===== config.mk =====
export PLATFORM = sky130hd
export DESIGN_NAME = voice_operator_sequencer
export DESIGN_NICKNAME = d
export VERILOG_FILES = /design/src/rtl/voice_operator_sequencer_pkg.sv /design/src/rtl/voice_operator_sequencer_cfg_write_queue.sv /design/src/rtl/voice_operator_sequencer.sv
export SDC_FILE = /design/constraint.sdc
export NUM_CORES = 1
export LEC_CHECK = 0
export CORE_MARGIN = 8
export CORE_UTILIZATION = 45
export CTS_CLUSTER_DIAMETER = 120
export DETAILED_ROUTE_END_ITERATION = 8
export GPL_TIMING_DRIVEN = 0
export HOLD_SLACK_MARGIN = 0.15
export PLACE_DENSITY = 0.71
export SLEW_MARGIN = 20
export SYNTH_ARGS = -nofsm -noshare
export SYNTH_HDL_FRONTEND = slang
export SYNTH_SLANG_ARGS = --single-unit

===== constraint.sdc =====
create_clock -name i_Clock -period 3.4 [get_ports i_Clock]
set_input_delay 0.51 -clock i_Clock [delete_from_list [all_inputs] [get_ports i_Clock]]
set_output_delay 0.51 -clock i_Clock [all_outputs]
set_load 0.02 [all_outputs]

===== src/rtl/voice_operator_sequencer_pkg.sv =====
// Shared types for the voice operator sequencer.
// Build option SEQ_CFG_FIFO_EN: 4-entry host config FIFO instead of a single holding register.
package voice_operator_sequencer_pkg;

  localparam int NUM_VOICE_OPERATORS = 256;
  localparam int OP_ID_W             = $clog2(NUM_VOICE_OPERATORS);

  typedef logic [OP_ID_W-1:0] VoiceOperatorID_t;
  typedef logic [15:0]        PhaseStep_t;

  typedef enum logic [2:0] {
    IDLE   = 3'd0,
    RUN    = 3'd1,
    DRAIN  = 3'd2,
    CFG_HI = 3'd3,
    CFG_LO = 3'd4
  } SeqState_t;

  typedef struct packed {
    VoiceOperatorID_t addr;
    PhaseStep_t       data;
  } CfgWrite_t;

`ifdef SEQ_CFG_FIFO_EN
  localparam bit CFG_FIFO_EN     = 1'b1;
  localparam int CFG_QUEUE_DEPTH = 4;
`else
  localparam bit CFG_FIFO_EN     = 1'b0;
  localparam int CFG_QUEUE_DEPTH = 1;
`endif

endpackage


===== src/rtl/voice_operator_sequencer_cfg_write_queue.sv =====
// Pending host phase-step writes: one holding register, or a 4-entry FIFO with SEQ_CFG_FIFO_EN.
// next_data_o/more_o describe the head that follows a pop, so pairs can be issued back-to-back.
module voice_operator_sequencer_cfg_write_queue
  import voice_operator_sequencer_pkg::*;
(
  input  logic      i_Clock,
  input  logic      i_Reset,
  input  logic      push_valid_i,
  output logic      push_ready_o,
  input  CfgWrite_t push_data_i,
  output logic      pop_valid_o,
  input  logic      pop_ready_i,
  output CfgWrite_t pop_data_o,
  output CfgWrite_t next_data_o,
  output logic      more_o
);

  logic ready_q, ready_d;
  logic push_fire_s, pop_fire_s;

  assign push_ready_o = ready_q;
  assign push_fire_s  = push_valid_i && ready_q;
  assign pop_fire_s   = pop_ready_i && pop_valid_o;

`ifdef SEQ_CFG_FIFO_EN
  CfgWrite_t  mem_q [CFG_QUEUE_DEPTH];
  logic [1:0] rd_ptr_q, rd_ptr_d, wr_ptr_q, wr_ptr_d;
  logic [2:0] count_q, count_d;

  assign pop_valid_o = (count_q != 3'd0);
  assign pop_data_o  = mem_q[rd_ptr_q];
  assign next_data_o = (count_q > 3'd1) ? mem_q[rd_ptr_q + 2'd1] : push_data_i;
  assign more_o      = (count_q > 3'd1) || push_fire_s;

  always_comb begin
    rd_ptr_d = pop_fire_s  ? rd_ptr_q + 2'd1 : rd_ptr_q;
    wr_ptr_d = push_fire_s ? wr_ptr_q + 2'd1 : wr_ptr_q;
    count_d  = count_q + {2'b00, push_fire_s} - {2'b00, pop_fire_s};
    ready_d  = (count_d != 3'd4);
  end

  always_ff @(posedge i_Clock) begin
    if (i_Reset) begin
      rd_ptr_q <= 2'd0;
      wr_ptr_q <= 2'd0;
      count_q  <= 3'd0;
      ready_q  <= 1'b0;
    end else begin
      rd_ptr_q <= rd_ptr_d;
      wr_ptr_q <= wr_ptr_d;
      count_q  <= count_d;
      ready_q  <= ready_d;
    end
  end

  always_ff @(posedge i_Clock) begin
    if (push_fire_s) begin
      mem_q[wr_ptr_q] <= push_data_i;
    end
  end
`else
  CfgWrite_t entry_q, entry_d;
  logic      full_q, full_d;

  assign pop_valid_o = full_q;
  assign pop_data_o  = entry_q;
  assign next_data_o = entry_q;
  assign more_o      = 1'b0;

  always_comb begin
    full_d  = full_q;
    entry_d = entry_q;
    if (push_fire_s) begin
      full_d  = 1'b1;
      entry_d = push_data_i;
    end else if (pop_fire_s) begin
      full_d  = 1'b0;
    end else begin
      full_d  = full_q;
    end
    ready_d = !full_d;
  end

  always_ff @(posedge i_Clock) begin
    if (i_Reset) begin
      full_q  <= 1'b0;
      entry_q <= '0;
      ready_q <= 1'b0;
    end else begin
      full_q  <= full_d;
      entry_q <= entry_d;
      ready_q <= ready_d;
    end
  end
`endif

endmodule


===== src/rtl/voice_operator_sequencer.sv =====
// Issues operator IDs once per sample period and applies host phase-step writes between runs.
// SEQ_CFG_FIFO_EN (see package) lets several queued writes drain back-to-back per idle window.
module voice_operator_sequencer
  import voice_operator_sequencer_pkg::*;
#(
  parameter int NUM_OPS           = NUM_VOICE_OPERATORS,
  parameter int CLOCKS_PER_SAMPLE = 512,
  parameter int PIPE_DEPTH        = 8
) (
  input  logic             i_Clock,
  input  logic             i_Reset,
  input  logic             i_CfgValid,
  output logic             o_CfgReady,
  input  VoiceOperatorID_t i_CfgAddr,
  input  PhaseStep_t       i_CfgData,
  output VoiceOperatorID_t o_VoiceOperator,
  output logic             o_OperatorValid,
  output logic             o_SampleStart,
  output logic [1:0]       o_PhaseStepConfigWriteEnable,
  output VoiceOperatorID_t o_PhaseStepConfigWriteAddr,
  output logic [7:0]       o_PhaseStepConfigWriteData,
  output logic             o_Overrun
);

  localparam int CNT_W = $clog2(CLOCKS_PER_SAMPLE);
  localparam int DRN_W = $clog2(PIPE_DEPTH + 1);
  localparam logic [CNT_W-1:0] TICK_AT    = CNT_W'(CLOCKS_PER_SAMPLE - 1);
  localparam logic [DRN_W-1:0] LAST_DRAIN = DRN_W'(PIPE_DEPTH - 1);
  localparam VoiceOperatorID_t LAST_OP    = VoiceOperatorID_t'(NUM_OPS - 1);

  SeqState_t        state_q, state_d;
  logic [CNT_W-1:0] cnt_q, cnt_d;
  logic [DRN_W-1:0] drain_q, drain_d;
  VoiceOperatorID_t op_id_q, op_id_d, waddr_q, waddr_d;
  logic [7:0]       wdata_q, wdata_d;
  logic [1:0]       we_q, we_d;
  logic             tick_pend_q, tick_pend_d, cfg_done_q, cfg_done_d;
  logic             overrun_q, overrun_d, valid_q, valid_d, sstart_q, sstart_d;
  logic             tick_s, cfg_allow_s, pop_valid_s, more_s;
  CfgWrite_t        pop_data_s, next_data_s, hi_src_s;

  voice_operator_sequencer_cfg_write_queue u_cfg_queue (
    .i_Clock     (i_Clock),
    .i_Reset     (i_Reset),
    .push_valid_i(i_CfgValid),
    .push_ready_o(o_CfgReady),
    .push_data_i ('{addr: i_CfgAddr, data: i_CfgData}),
    .pop_valid_o (pop_valid_s),
    .pop_ready_i (state_q == CFG_LO),
    .pop_data_o  (pop_data_s),
    .next_data_o (next_data_s),
    .more_o      (more_s)
  );

  assign tick_s      = (cnt_q == TICK_AT);
  assign cfg_allow_s = CFG_FIFO_EN || !cfg_done_q;
  // A pair chained straight from CFG_LO must present the entry behind the one being popped.
  assign hi_src_s    = (state_q == CFG_LO) ? next_data_s : pop_data_s;

  always_comb begin
    cnt_d       = tick_s ? '0 : cnt_q + CNT_W'(1);
    state_d     = state_q;
    op_id_d     = op_id_q;
    drain_d     = drain_q;
    tick_pend_d = tick_pend_q;
    cfg_done_d  = cfg_done_q;
    overrun_d   = overrun_q;
    case (state_q)
      IDLE: begin
        if (tick_s) begin
          state_d    = RUN;
          op_id_d    = '0;
          cfg_done_d = 1'b0;
        end else if (pop_valid_s && cfg_allow_s) begin
          state_d = CFG_HI;
        end else begin
          state_d = IDLE;
        end
      end
      RUN: begin
        overrun_d = overrun_q | tick_s;
        if (op_id_q == LAST_OP) begin
          state_d = DRAIN;
          drain_d = '0;
        end else begin
          op_id_d = op_id_q + VoiceOperatorID_t'(1);
        end
      end
      DRAIN: begin
        overrun_d = overrun_q | tick_s;
        if (drain_q == LAST_DRAIN) begin
          state_d = IDLE;
        end else begin
          drain_d = drain_q + DRN_W'(1);
        end
      end
      CFG_HI: begin
        state_d     = CFG_LO;
        tick_pend_d = tick_pend_q | tick_s;
      end
      CFG_LO: begin
        cfg_done_d = 1'b1;
        if (tick_s || tick_pend_q) begin
          state_d     = RUN;
          op_id_d     = '0;
          tick_pend_d = 1'b0;
          cfg_done_d  = 1'b0;
        end else if (CFG_FIFO_EN && more_s) begin
          state_d = CFG_HI;
        end else begin
          state_d = IDLE;
        end
      end
      default: state_d = IDLE;
    endcase

    valid_d  = (state_d == RUN);
    sstart_d = (state_d == RUN) && (state_q != RUN);
    we_d     = 2'b00;
    waddr_d  = waddr_q;
    wdata_d  = wdata_q;
    case (state_d)
      CFG_HI: begin
        we_d    = 2'b01;
        waddr_d = hi_src_s.addr;
        wdata_d = hi_src_s.data[15:8];
      end
      CFG_LO: begin
        we_d    = 2'b10;
        wdata_d = pop_data_s.data[7:0];
      end
      default: we_d = 2'b00;
    endcase
  end

  always_ff @(posedge i_Clock) begin
    if (i_Reset) begin
      state_q     <= IDLE;
      cnt_q       <= '0;
      drain_q     <= '0;
      op_id_q     <= '0;
      tick_pend_q <= 1'b0;
      cfg_done_q  <= 1'b0;
      overrun_q   <= 1'b0;
      valid_q     <= 1'b0;
      sstart_q    <= 1'b0;
      we_q        <= 2'b00;
      waddr_q     <= '0;
      wdata_q     <= 8'd0;
    end else begin
      state_q     <= state_d;
      cnt_q       <= cnt_d;
      drain_q     <= drain_d;
      op_id_q     <= op_id_d;
      tick_pend_q <= tick_pend_d;
      cfg_done_q  <= cfg_done_d;
      overrun_q   <= overrun_d;
      valid_q     <= valid_d;
      sstart_q    <= sstart_d;
      we_q        <= we_d;
      waddr_q     <= waddr_d;
      wdata_q     <= wdata_d;
    end
  end

  assign o_VoiceOperator              = op_id_q;
  assign o_OperatorValid              = valid_q;
  assign o_SampleStart                = sstart_q;
  assign o_PhaseStepConfigWriteEnable = we_q;
  assign o_PhaseStepConfigWriteAddr   = waddr_q;
  assign o_PhaseStepConfigWriteData   = wdata_q;
  assign o_Overrun                    = overrun_q;

endmodule


---- After elaboration in Yosys (flattened, before gate mapping) ----
Cells that the tools add are included.
word-level totals
  ROM bits ................................ 0
  memories ................................ 0
  output and inout bits ................... 30
  RAM bits ................................ 0
  latch bits .............................. 0
  input port bits ......................... 27
  flip-flop bits (word level) ............. 73
cells by class
  muxes and demuxes ....................... 22
  shift-type cells ........................ 0
  $add $sub $neg .......................... 3
  div/mod/pow operators ................... 0
  equal/unequal tests ..................... 16
  bitwise operators ....................... 2
  reductions and logical operators ........ 19
  $lt $le $gt $ge ......................... 0
  multiply operators ...................... 0
operators with widths
  operator             count
  $mux 8               3
  $pmux 8 s3           1
  $pmux 8 s2           1
  $pmux 3 s5           1
  $ne 2x2->1 const B   5
  $add 9x1->9 const B  1
  $eq 3x2->1 const B   3
  $eq 9x9->1 const B   1
  $add 8x1->8 const B  1
  $eq 8x8->1 const B   1
  $mux 4               2
  $pmux 4 s2           1
  $reduce_bool 2->1    4
  $eq 3x1->1 const B   2
  $eq 3x3->1 const B   2
  $mux 1               6
  $mux 3               2
  $add 4x1->4 const B  1
  $eq 4x3->1 const B   1
  $logic_and 1x1->1    4
  $mux 2               2
  $pmux 1 s2           2
  $pmux 2 s2           1
  $reduce_and 2->1     2
  other kinds (9)      12

---- Longest topological paths before layout ----
  word-level depth ........................ 7
  depth in mapped cells ................... 10

---- By module ----
From an unflattened synthesis, not the netlist that was laid out.
second synthesis, totals
  cells, all modules ...................... 377
  area total of the unflattened synthesis .. 3696.0 µm²
modules (own cells, without submodules)
  module                                    sequential area each (µm²)  area each (µm²)  cells each  instances
  voice_operator_sequencer                  940.9                       2205.9           236         1
  voice_operator_sequencer_cfg_write_queue  520.5                       1490.2           141         1

---- Worst setup path before layout ----
Ideal clock, no wire load.
  path kind ............................... register to register
  from .................................... register cnt_q[0]
  to ...................................... register waddr_q[4], in the netlist o_PhaseStepConfigWriteAddr[4]
  path buffers ............................ 2
  required time ........................... 3.329 ns
  arrival time ............................ 1.722 ns
  setup slack ............................. 1.608 ns
  setup time .............................. 0.071 ns
  stages on the path, launching flop included .. 11
  cells stage by stage .................... dfxtp_1 ha_1 nand3_1 nor2_1 ha_1 nor2_1 and4b_1 buf_2 buf_2 nand2_1 a21oi_1
on the way
  cells in the longest elaborated chain, start to end .. 5
  elaborated cells on any way between the ends .. 6
  classes of those cells .................. eq/ne (2); mux (3); reduce/logical (1)
ends and longest elaborated chain
  item                    line                             source
  start, declared         voice_operator_sequencer.sv:32   logic [CNT_W-1:0] cnt_q, cnt_d;
  start signal, assigned  voice_operator_sequencer.sv:152  cnt_q <= cnt_d;
  $eq 9x9->1 (*)          voice_operator_sequencer.sv:55   assign tick_s = (cnt_q == TICK_AT);
  $logic_or 1x1->1        voice_operator_sequencer.sv:103  if (tick_s || tick_pend_q) begin
  $mux 1                  voice_operator_sequencer.sv:103
  $pmux 3 s5 (*)          voice_operator_sequencer.sv:68   case (state_q)
  $eq 3x2->1 (*)          voice_operator_sequencer.sv:122  case (state_d)
  end signal, assigned    voice_operator_sequencer.sv:161  waddr_q <= waddr_d;
  end, declared           voice_operator_sequencer.sv:34   VoiceOperatorID_t op_id_q, op_id_d, waddr_q, waddr_d;
Every way passes the cells marked *; elsewhere a longest branch is shown, timed or not.
A chain may end at the register's enable or synchronous reset.

---- Worst setup path in the final report ----
  from .................................... register cnt_q[0]
  to ...................................... register valid_q, in the netlist o_OperatorValid
on the way
  cells in the longest elaborated chain, start to end .. 5
  elaborated cells on any way between the ends .. 6
  classes of those cells .................. eq/ne (2); mux (3); reduce/logical (1)
ends and longest elaborated chain
  item                  line                             source
  $eq 9x9->1 (*)        voice_operator_sequencer.sv:55
  $logic_or 1x1->1      voice_operator_sequencer.sv:103
  $mux 1                voice_operator_sequencer.sv:103
  $pmux 3 s5 (*)        voice_operator_sequencer.sv:68
  $eq 3x1->1 (*)        voice_operator_sequencer.sv:117  valid_d = (state_d == RUN);
  end signal, assigned  voice_operator_sequencer.sv:158  valid_q <= valid_d;
  end, declared         voice_operator_sequencer.sv:38   logic overrun_q, overrun_d, valid_q, valid_d, sstart_q, sstart_d;
Marked as above.

==> impl_metrics.env <==
export IMPL_status="finished, final reports clean"
export IMPL_critical_path_max_stage_delay_ns=0.35
export IMPL_total_power_mw=1.89
export IMPL_synth_nets=372
export IMPL_worst_path_max_fanout=10
export IMPL_drc=0
export IMPL_dp_slack_ns=1.23
export IMPL_vias_per_cell=5.13
export IMPL_final_cell_mix="88 x nand2_1, 73 x dfxtp_1, 56 x clkdlybuf4s50_1"
export IMPL_cpMaxStageDelayCell="dfxtp_1"
export IMPL_die_h_um=95.3
export IMPL_grt_overflow_total=0
export IMPL_grt_max_degree=14
export IMPL_final_setup_skew_ns=0.00992
export IMPL_core_um2=6200
export IMPL_fin_tns_setup_ns=0
export IMPL_pwr_density_cell_nw_per_um2=506
export IMPL_tightest_slew_ns=0.617
export IMPL_dp_final_hpwl_mm=4.75
export IMPL_gp_congestion=0.772
export IMPL_layout_commonest_cell="nand2_1"
export IMPL_cts_sinks=73
export IMPL_min_path_type="reg2reg"
export IMPL_reg2reg_depth=9
export IMPL_cts_tree="done"
export IMPL_grt_pass1_wl_mm=11.2
export IMPL_path_class="reg2reg"
export IMPL_cp_end_kind="flop"
export IMPL_whs_path_depth=2
export IMPL_synth_warnings=0
export IMPL_finalHoldViolCount=0
export IMPL_critPathRequiredTime_ns=3.64
export IMPL_switchingPower_mw=0.437
export IMPL_relSlewSlack=0.584
export IMPL_p_comb_frac=0.090
export IMPL_antenna_cells=0
export IMPL_ios=57
export IMPL_cts_htree_levels=3
export IMPL_dr_first_iter_drc_count=82
export IMPL_ant_nets=0
export IMPL_numPortBuffers=56
export IMPL_leakagePower_nw=1.35
export IMPL_dpl_cell_count=474
export IMPL_synthCells=341
export IMPL_grt_pass1_vias=2409
export IMPL_post_cts_resized=0
export IMPL_cts_root_buf="clkbuf_8"
export IMPL_critPathArrivalTime_ns=2.42
export IMPL_maxCapViolCount=0
export IMPL_max_freq_mhz=458
export IMPL_drv_slew=0
export IMPL_grt_usage=0.157
export IMPL_final_nets=439
export IMPL_period_share=0.642
export IMPL_antenna_found_initial=0
export IMPL_ir_drop_mv=0.252
export IMPL_synthesis_area_per_instance_um2=8.29
export IMPL_cp_num_buf_inv=2
export IMPL_period_minus_slack_ns=2.18
export IMPL_dr_total_vias=2515
export IMPL_drive_above_1_share=0.0702
export IMPL_areaGrowthSynthToFinish_pct=31.8
export IMPL_startpoint_type="flop"
export IMPL_dr_pass1_iters=4
export IMPL_clock_path_buffers=2
export IMPL_cp_top_family="simple AND/OR/NAND/NOR gates"
export IMPL_routedWlPerCell_um=13.3
export IMPL_ctsHoldBuffers=0
export IMPL_rows=29
export IMPL_routed_wl_mm=6.51
export IMPL_insertion_delay_ns=0.36
export IMPL_internal_power_mw=1.45
export IMPL_die_w_um=95.3
export IMPL_syn_cell_area_um2=2830
export IMPL_dieArea_um2=9070
export IMPL_cts_buffers=9
export IMPL_ys_ff_latch=73
export IMPL_p_clk_frac=0.431
export IMPL_worstPathCellList="ha_1 -> nand3_1 -> nor2_1 -> ha_1 -> nor2_1 -> and4b_1 -> buf_2 -> buf_2 -> nor4_1"
export IMPL_final_cells=490
export IMPL_ys_types=39
export IMPL_ys_seq_area_frac=0.517
export IMPL_path_clk_slew_ns=0.08
export IMPL_finalSetupViolations=0
export IMPL_grt_setup_unrepaired="no"
export IMPL_crit_cells=9
export IMPL_power_frac_seq=0.478
export IMPL_final_core_util=0.601
export IMPL_setup_slack_ns=1.22
export IMPL_p_sw_frac=0.231
export IMPL_initial_utilization=0.456
export IMPL_post_cts_buffers=0
==> worst min-delay path, cell delays in order (launching register included) <==
cell	delay (ns)
dfxtp_1	0.31
nand2_1	0.05
a21oi_1	0.05
==> sequential cells by signal, indices dropped and copies added (netlist names), 2 cells and up <==
signal / flops
state_q: 3
o_PhaseStepConfigWriteData: 8
cnt_q: 9
u_cfg_queue.next_data_o: 24
o_PhaseStepConfigWriteAddr: 8
o_VoiceOperator: 8
o_PhaseStepConfigWriteEnable: 2
drain_q: 4
==> layout make-up <==
type	count	area [um^2]
Timing Repair Buffer	56	561
Multi-Input combinational cell	244	1260
Sequential cell	73	1460
Buffer	19	87.6
Fill cell	581	2480
Tap cell	77	96.3
Clock inverter	7	119
Inverter	5	18.8
Clock buffer	9	124
==> stage by stage <==
stage	hold WS [ns]	area, um^2
6_report	0.454	3730
4_1_cts	0.454	3730
5_1_grt	0.475	3730
3_3_place_gp	0.429	3480
2_1_floorplan	0.418	2830
3_5_place_dp	0.444	3480
==> path summary, 6_finish.rpt <==
path / from / endpoint / slack (ns)
max: cnt_q[0] / o_OperatorValid / 1.22
max reg2reg: cnt_q[0] / o_OperatorValid / 1.22
min: u_cfg_queue.next_data_o[23] / o_PhaseStepConfigWriteAddr[7] / 0.45
min reg2reg: u_cfg_queue.next_data_o[23] / o_PhaseStepConfigWriteAddr[7] / 0.45
==> kinds of logic after synthesis <==
logic type               synth area share
adder cells (fa/ha/maj)            0.0177
XOR/XNOR                           0.0310
AND/OR/NAND/NOR                     0.259
flip-flops                          0.517
buffers and inverters              0.0376
AO/OA/AOI/OAI                       0.137
==> power by group through the flow <==
| stage | registers [mW] | logic, mW | clock network [mW] |
|---|---|---|---|
| floorplan | 0.928 | 0.0876 | 0 |
| global placement | 0.921 | 0.169 | 0 |
| detailed placement | 0.921 | 0.171 | 0 |
| CTS | 0.902 | 0.172 | 0.830 |
| global route | 0.906 | 0.191 | 0.873 |
| finish | 0.902 | 0.171 | 0.814 |
==> routing by layer <==
metal	GRT usage	vias to the layer above	wire length, um
li1	-	1282	-
met1	0.195	1164	3050
met2	0.238	57	2930
met3	0.0567	12	385
met4	0.0702	0	133
met5	0	-	0
==> Yosys cell counts, drive strengths merged <==
cell type / count / area [um^2]
clkbuf: 11 / 41.3
xnor2: 2 / 17.5
or3: 6 / 37.5
nand2b: 1 / 6.26
a21o: 2 / 15.0
ha: 4 / 50.1
or3b: 2 / 20.0
a311oi: 8 / 70.1
and4b: 1 / 10.0
o21ai: 8 / 40.0
a31oi: 2 / 12.5
nand2: 88 / 330
dfxtp: 73 / 1460
xor2: 8 / 70.1
and2: 2 / 12.5
nor4: 2 / 12.5
nor3: 5 / 30.0
o31ai: 1 / 7.51
nor2b: 2 / 12.5
nand3: 11 / 55.1
nand4b: 1 / 8.76
inv: 5 / 18.8
buf: 8 / 46.3
a21oi: 44 / 220
or4: 1 / 7.51
and3: 4 / 25.0
nor3b: 3 / 27.5
o211ai: 3 / 22.5
nand3b: 1 / 7.51
or2: 3 / 18.8
nor2: 28 / 105
nand4: 1 / 6.26
(Power assumes the default switching activity.)
